--- config.mk ---
export PLATFORM = sky130hd
export DESIGN_NAME = fifo_stim_gen
export DESIGN_NICKNAME = d
export VERILOG_FILES = /design/src/rtl/fifo_stim_gen.sv
export SDC_FILE = /design/constraint.sdc
export NUM_CORES = 1
export LEC_CHECK = 0
export BUFFER_PORTS_ARGS = -buffer_cell sky130_fd_sc_hd__buf_2
export CAP_MARGIN = 40
export CORE_MARGIN = 8
export CORE_UTILIZATION = 64
export CTS_CLUSTER_SIZE = 24
export DETAILED_ROUTE_END_ITERATION = 8
export GPL_TIMING_DRIVEN = 0
export PLACE_DENSITY_LB_ADDON = 0.12
export SKIP_CTS_REPAIR_TIMING = 1
export SKIP_LAST_GASP = 1
export SLEW_MARGIN = 40
export SYNTH_ARGS = -nofsm -noshare
export SYNTH_HDL_FRONTEND = slang
export SYNTH_SLANG_ARGS = --single-unit
--- constraint.sdc ---
create_clock -name clk -period 6.95 [get_ports clk]
set_clock_uncertainty 0.2 [all_clocks]
set_input_delay 1.0425 -clock clk [delete_from_list [all_inputs] [get_ports clk]]
set_output_delay 1.0425 -clock clk [all_outputs]
set_load 0.01 [all_outputs]
--- src/rtl/fifo_stim_gen.sv ---
// Stimulus generator for a FIFO under test: INIT reset pulse, optional directed
// fill/drain prologue (FIFO_STIM_GEN_DIRECTED_EN), then LFSR-driven random vectors.
module fifo_stim_gen #(
  parameter int          FIFO_WIDTH = 16,
  parameter int          FIFO_DEPTH = 8,
  parameter int          NUM_TXN    = 1000,
  parameter logic [31:0] SEED       = 32'hACE1_0001,
  parameter int          WR_THR     = 90,
  parameter int          RD_THR     = 38,
  parameter int          RST_THR    = 2
) (
  input  logic                  clk,
  input  logic                  rst_n,
  input  logic                  start,
  output logic                  fifo_rst_n,
  output logic [FIFO_WIDTH-1:0] data_in,
  output logic                  wr_en,
  output logic                  rd_en,
  output logic                  drive_done,
  output logic                  test_finished,
  output logic [31:0]           txn_count,
  output logic [2:0]            o_dbg_state
);

  localparam logic [2:0] S_IDLE      = 3'd0;
  localparam logic [2:0] S_INIT      = 3'd1;
  localparam logic [2:0] S_DIR_FILL  = 3'd2;
  localparam logic [2:0] S_DIR_DRAIN = 3'd3;
  localparam logic [2:0] S_RUN       = 3'd4;
  localparam logic [2:0] S_DONE      = 3'd5;

  // What the output registers load on the coming edge.
  localparam logic [2:0] K_HOLD  = 3'd0;
  localparam logic [2:0] K_INIT  = 3'd1;
  localparam logic [2:0] K_FILL  = 3'd2;
  localparam logic [2:0] K_DRAIN = 3'd3;
  localparam logic [2:0] K_RAND  = 3'd4;
  localparam logic [2:0] K_DONE  = 3'd5;

  localparam logic [31:0] TAPS      = 32'h8020_0003;
  localparam logic [31:0] NUM_TXN_U = NUM_TXN;
  localparam logic [31:0] DEPTH_U   = FIFO_DEPTH;
  localparam logic [31:0] WR_THR_U  = WR_THR;
  localparam logic [31:0] RD_THR_U  = RD_THR;
  localparam logic [31:0] RST_THR_U = RST_THR;
  localparam int          DW        = (FIFO_WIDTH < 16) ? FIFO_WIDTH : 16;
  localparam int          IW        = (FIFO_WIDTH < 32) ? FIFO_WIDTH : 32;

  logic [2:0]            r_state;
  logic [31:0]           r_lfsr;
  logic [31:0]           r_idx;
  logic                  r_init_cnt;

  logic [2:0]            w_next_state;
  logic [2:0]            w_kind;
  logic [31:0]           w_idx_next;
  logic                  w_init_cnt_next;
  logic [2:0]            w_run_state;
  logic [2:0]            w_run_kind;
  logic                  w_issue;
  logic [31:0]           w_lfsr_next;
  logic [FIFO_WIDTH-1:0] w_rand_data;
  logic [FIFO_WIDTH-1:0] w_fill_data;
  logic                  w_rand_wr;
  logic                  w_rand_rd;
  logic                  w_rand_frst;

  assign o_dbg_state = r_state;

  always_comb begin
    w_lfsr_next = (r_lfsr >> 1) ^ (r_lfsr[0] ? TAPS : 32'd0);
    w_rand_data = '0;
    w_rand_data[DW-1:0] = r_lfsr[DW-1:0];
    w_fill_data = '0;
    w_fill_data[IW-1:0] = r_idx[IW-1:0];
    w_rand_wr   = ({25'd0, r_lfsr[22:16]} < WR_THR_U);
    w_rand_rd   = ({25'd0, r_lfsr[29:23]} < RD_THR_U);
    w_rand_frst = ({25'd0, r_lfsr[31:30], r_lfsr[4:0]} >= RST_THR_U);
  end

  always_comb begin
    w_next_state    = r_state;
    w_kind          = K_HOLD;
    w_idx_next      = r_idx;
    w_init_cnt_next = r_init_cnt;
    // With NUM_TXN=0 the random phase is skipped entirely.
    if (NUM_TXN_U == 32'd0) begin
      w_run_state = S_DONE;
      w_run_kind  = K_DONE;
    end else begin
      w_run_state = S_RUN;
      w_run_kind  = K_RAND;
    end
    case (r_state)
      S_IDLE, S_DONE: begin
        if (start) begin
          w_next_state    = S_INIT;
          w_kind          = K_INIT;
          w_idx_next      = 32'd0;
          w_init_cnt_next = 1'b0;
        end
      end
      S_INIT: begin
        w_init_cnt_next = 1'b1;
        if (r_init_cnt) begin
`ifdef FIFO_STIM_GEN_DIRECTED_EN
          w_next_state = S_DIR_FILL;
          w_kind       = K_FILL;
`else
          w_next_state = w_run_state;
          w_kind       = w_run_kind;
`endif
          w_idx_next   = 32'd1;
        end
      end
      S_DIR_FILL: begin
        if (r_idx == DEPTH_U) begin
          w_next_state = S_DIR_DRAIN;
          w_kind       = K_DRAIN;
          w_idx_next   = 32'd1;
        end else begin
          w_kind     = K_FILL;
          w_idx_next = r_idx + 32'd1;
        end
      end
      S_DIR_DRAIN: begin
        // One read beyond FIFO_DEPTH deliberately provokes underflow.
        if (r_idx == DEPTH_U + 32'd1) begin
          w_next_state = w_run_state;
          w_kind       = w_run_kind;
          w_idx_next   = 32'd1;
        end else begin
          w_kind     = K_DRAIN;
          w_idx_next = r_idx + 32'd1;
        end
      end
      S_RUN: begin
        if (r_idx == NUM_TXN_U) begin
          w_next_state = S_DONE;
          w_kind       = K_DONE;
        end else begin
          w_kind     = K_RAND;
          w_idx_next = r_idx + 32'd1;
        end
      end
      default: w_next_state = S_IDLE;
    endcase
    w_issue = (w_kind == K_FILL) || (w_kind == K_DRAIN) || (w_kind == K_RAND);
  end

  always_ff @(posedge clk or negedge rst_n) begin
    if (!rst_n) begin
      r_state       <= S_IDLE;
      r_lfsr        <= SEED;
      r_idx         <= 32'd0;
      r_init_cnt    <= 1'b0;
      fifo_rst_n    <= 1'b0;
      wr_en         <= 1'b0;
      rd_en         <= 1'b0;
      data_in       <= '0;
      drive_done    <= 1'b0;
      test_finished <= 1'b0;
      txn_count     <= 32'd0;
    end else begin
      r_state    <= w_next_state;
      r_idx      <= w_idx_next;
      r_init_cnt <= w_init_cnt_next;
      drive_done <= w_issue;
      if (w_issue) begin
        txn_count <= txn_count + 32'd1;
        r_lfsr    <= w_lfsr_next;
      end
      case (w_kind)
        K_INIT: begin
          fifo_rst_n    <= 1'b0;
          wr_en         <= 1'b0;
          rd_en         <= 1'b0;
          test_finished <= 1'b0;
          txn_count     <= 32'd0;
        end
        K_FILL: begin
          fifo_rst_n <= 1'b1;
          wr_en      <= 1'b1;
          rd_en      <= 1'b0;
          data_in    <= w_fill_data;
        end
        K_DRAIN: begin
          fifo_rst_n <= 1'b1;
          wr_en      <= 1'b0;
          rd_en      <= 1'b1;
        end
        K_RAND: begin
          fifo_rst_n <= w_rand_frst;
          wr_en      <= w_rand_wr;
          rd_en      <= w_rand_rd;
          data_in    <= w_rand_data;
        end
        K_DONE: begin
          fifo_rst_n    <= 1'b1;
          wr_en         <= 1'b0;
          rd_en         <= 1'b0;
          test_finished <= 1'b1;
        end
        default: ;
      endcase
    end
  end

endmodule

==> out/metrics.csv <==
metric;value;unit
status;finished clean;
DRT Wirelength;16.1;mm
initial cell density of the core;0.658;
register bit total from synthesis;121;
Clk Latency, worst-skew pair;0.52;ns
Detail Route Antenna Nets;0;
H-tree levels;4;
post-synth design cell area;6400;um^2
vias in the first global route;5199;
hpwl dp;11.0;mm
# diodes;0;
clk buf depth;2;
critical path, cell by cell;inv_1, ha_1, nor4b_1, nand4_1, a211oi_2, buf_4, o22ai_2, nand2_1, o221ai_1;
MaxCap Viol Count;0;
CP top delay family;simple AND/OR/NAND/NOR gates;
Max Fclk;332;MHz
GRT Total Usage;0.257;
width of the die;116;um
top-count cell post-synth;dfrtp_1;
# fillers;640;
Reg-to-Reg End;r_idx[26]$_DFFE_PN0P_;
GR Layer Usage met2;0.418;
share of cells above drive strength 1;0.258;
Slew Viols, Final;0;
R2R depth;9;
via count;5319;
dpl cells;823;
clk root buf;clkbuf_8;
CTS Sinks;121;
die area;13500;um^2
FP Rows;36;
first-pass GRT wire length;26.9;mm
Slew Limit Headroom;0.428;
Clock transition at path regs;0.06;ns
Peak supply drop;201;uV
setup_tns;0;ns
commonest cells in the netlist;112 x dfrtp_1, 90 x nand2_1, 51 x nor2_1;
Worst path slowest cell;dfrtp_1;
top_reg_cell synth;dfrtp_1;
Startpoint Class;register;
Avg Cell Area, Syn;10.1;um^2
path type of the worst min-delay path;input pin to asynchronous set/reset pin;
Distinct cells, synth;73;
final net count;717;
GP Congestion;0.856;
CP bufs+invs;2;
pin count of the biggest net entering global routing;72;
Via density;6.22;
WP depth;9;
num ports;59;
worst reg2reg setup slack;3.94;ns
RSZ-0062 raised after global routing;no;
CTS Buf Count;17;
Crit path arrival time;3.19;ns
CTS tree;built;
DRT Pass-1 Iters;5;
final setup fails;0;
drt wl/cell;18.9;um
Yosys top cell area share;0.438;
initial antenna violation count;0;
Remaining DRCs;0;
Syn Nets;639;
crit share post-route;0.433;
First DRT Iteration DRCs;418;
Post-synth EDFFs;0;
crit path kind;register to register;
Tot Pwr;1.63;mW
met3 Usage GRT;0.0500;
synth top area cells;dfrtp_1 44%, nand2_1 5.3%, xnor2_1 4.5%;
Power Dens Cells;217;nW/um^2
die height;116;um
cell taking the most area after synthesis;dfrtp_1;
Fin. Hold Viols;0;
IO Port Bufs;58;
Slew @ Worst Pin;0.853;ns
ys async rst share;1.00;
core area;9730;um^2
Tmin final;3.01;ns
synth warn;0;
FF-to-FF Start;r_idx[0]$_DFFE_PN0P_;
required time of the critical path;7.13;ns
Seq/Total Area, Yosys;0.475;
Setup crit end kind;register;
Layout area overhead;17.4;%
P_leak;3.52;nW
GR peak layer;met2;
CP peak stage delay;0.45;ns
Max FO, Critical Path;10;
Gate Count Post-Synth;631;
fin cells;855;
met1 Use GR;0.331;
total gr overflow;0;
-- cell usage in the layout, fill, tap and decap left out, drive strengths merged, types with 19 or more instances in the layout --
cell type	Yosys	layout
inv	17	19
buf	22	81
o21ai	26	26
xnor2	33	33
nor4	20	20
mux2	45	45
nor2	53	53
dfrtp	112	112
a21oi	23	23
nand2	93	93
clkbuf	8	27
-- logic make-up after synthesis --
| family | share of synthesized area |
|---|---|
| xor+xnor | 0.0506 |
| compound gates | 0.101 |
| buf+inv | 0.0418 |
| mux | 0.0954 |
| fa+ha+maj | 0.00977 |
| simple gates | 0.227 |
| flops | 0.475 |
-- registers in the layout, indices dropped and copies added, names as in the netlist --
name and count:
data_in 16, drive_done 1, fifo_rst_n 1, o_dbg_state 3, r_idx 32, r_init_cnt 1
r_lfsr 32, rd_en 1, test_finished 1, txn_count 32, wr_en 1
-- per-layer routing --
metal | wire length [um] | up-vias | share of wire
li1 | - | 2423 | -
met1 | 6690 | 2648 | 0.41
met2 | 7960 | 209 | 0.49
met3 | 1150 | 39 | 0.071
met4 | 331 | 0 | 0.021
met5 | 0 | - | 0
-- report_power, final --
group	internal, mW	switching (mW)	total [mW]
clock	0.569	0.334	0.903
sequential	0.705	0.000314	0.706
combinational	0.00332	0.0148	0.0181
-- cell type report --
class	count	area [um^2]	area share
buffer	30	204	0.0271
clock buffer	19	442	0.0588
clock inverter	13	169	0.0225
inverter	17	63.8	0.00849
multi-input combinational	463	3100	0.413
sequential	121	3040	0.405
tap	133	166	0.0222
timing repair buffer	59	328	0.0436
-- per-stage QoR --
stage	hold WS (ns)	util	setup WS (ns)	area, um^2
after global routing	0.253	0.772	3.69	7510
after CTS	0.226	0.772	4.00	7510
final	0.216	0.772	3.94	7510
after global placement	0.241	0.705	3.13	6860
after floorplan	0.235	-	4.21	6400
after detailed placement	0.249	0.709	3.77	6900
-- worst max-delay path by stage --
stage                         startpoint                         to  slack, ns
floorplan                          start  txn_count[31]$_DFFE_PN0P_       4.21
global placement                   rst_n     r_lfsr[17]$_DFFE_PN0P_       3.13
detailed placement                 start      r_idx[18]$_DFFE_PN0P_       3.77
CTS                 r_idx[0]$_DFFE_PN0P_      r_idx[26]$_DFFE_PN0P_       4.00
global route        r_idx[0]$_DFFE_PN0P_      r_idx[26]$_DFFE_PN0P_       3.69
finish              r_idx[0]$_DFFE_PN0P_      r_idx[26]$_DFFE_PN0P_       3.94
No activity file was read; power rests on OpenSTA's default activity.
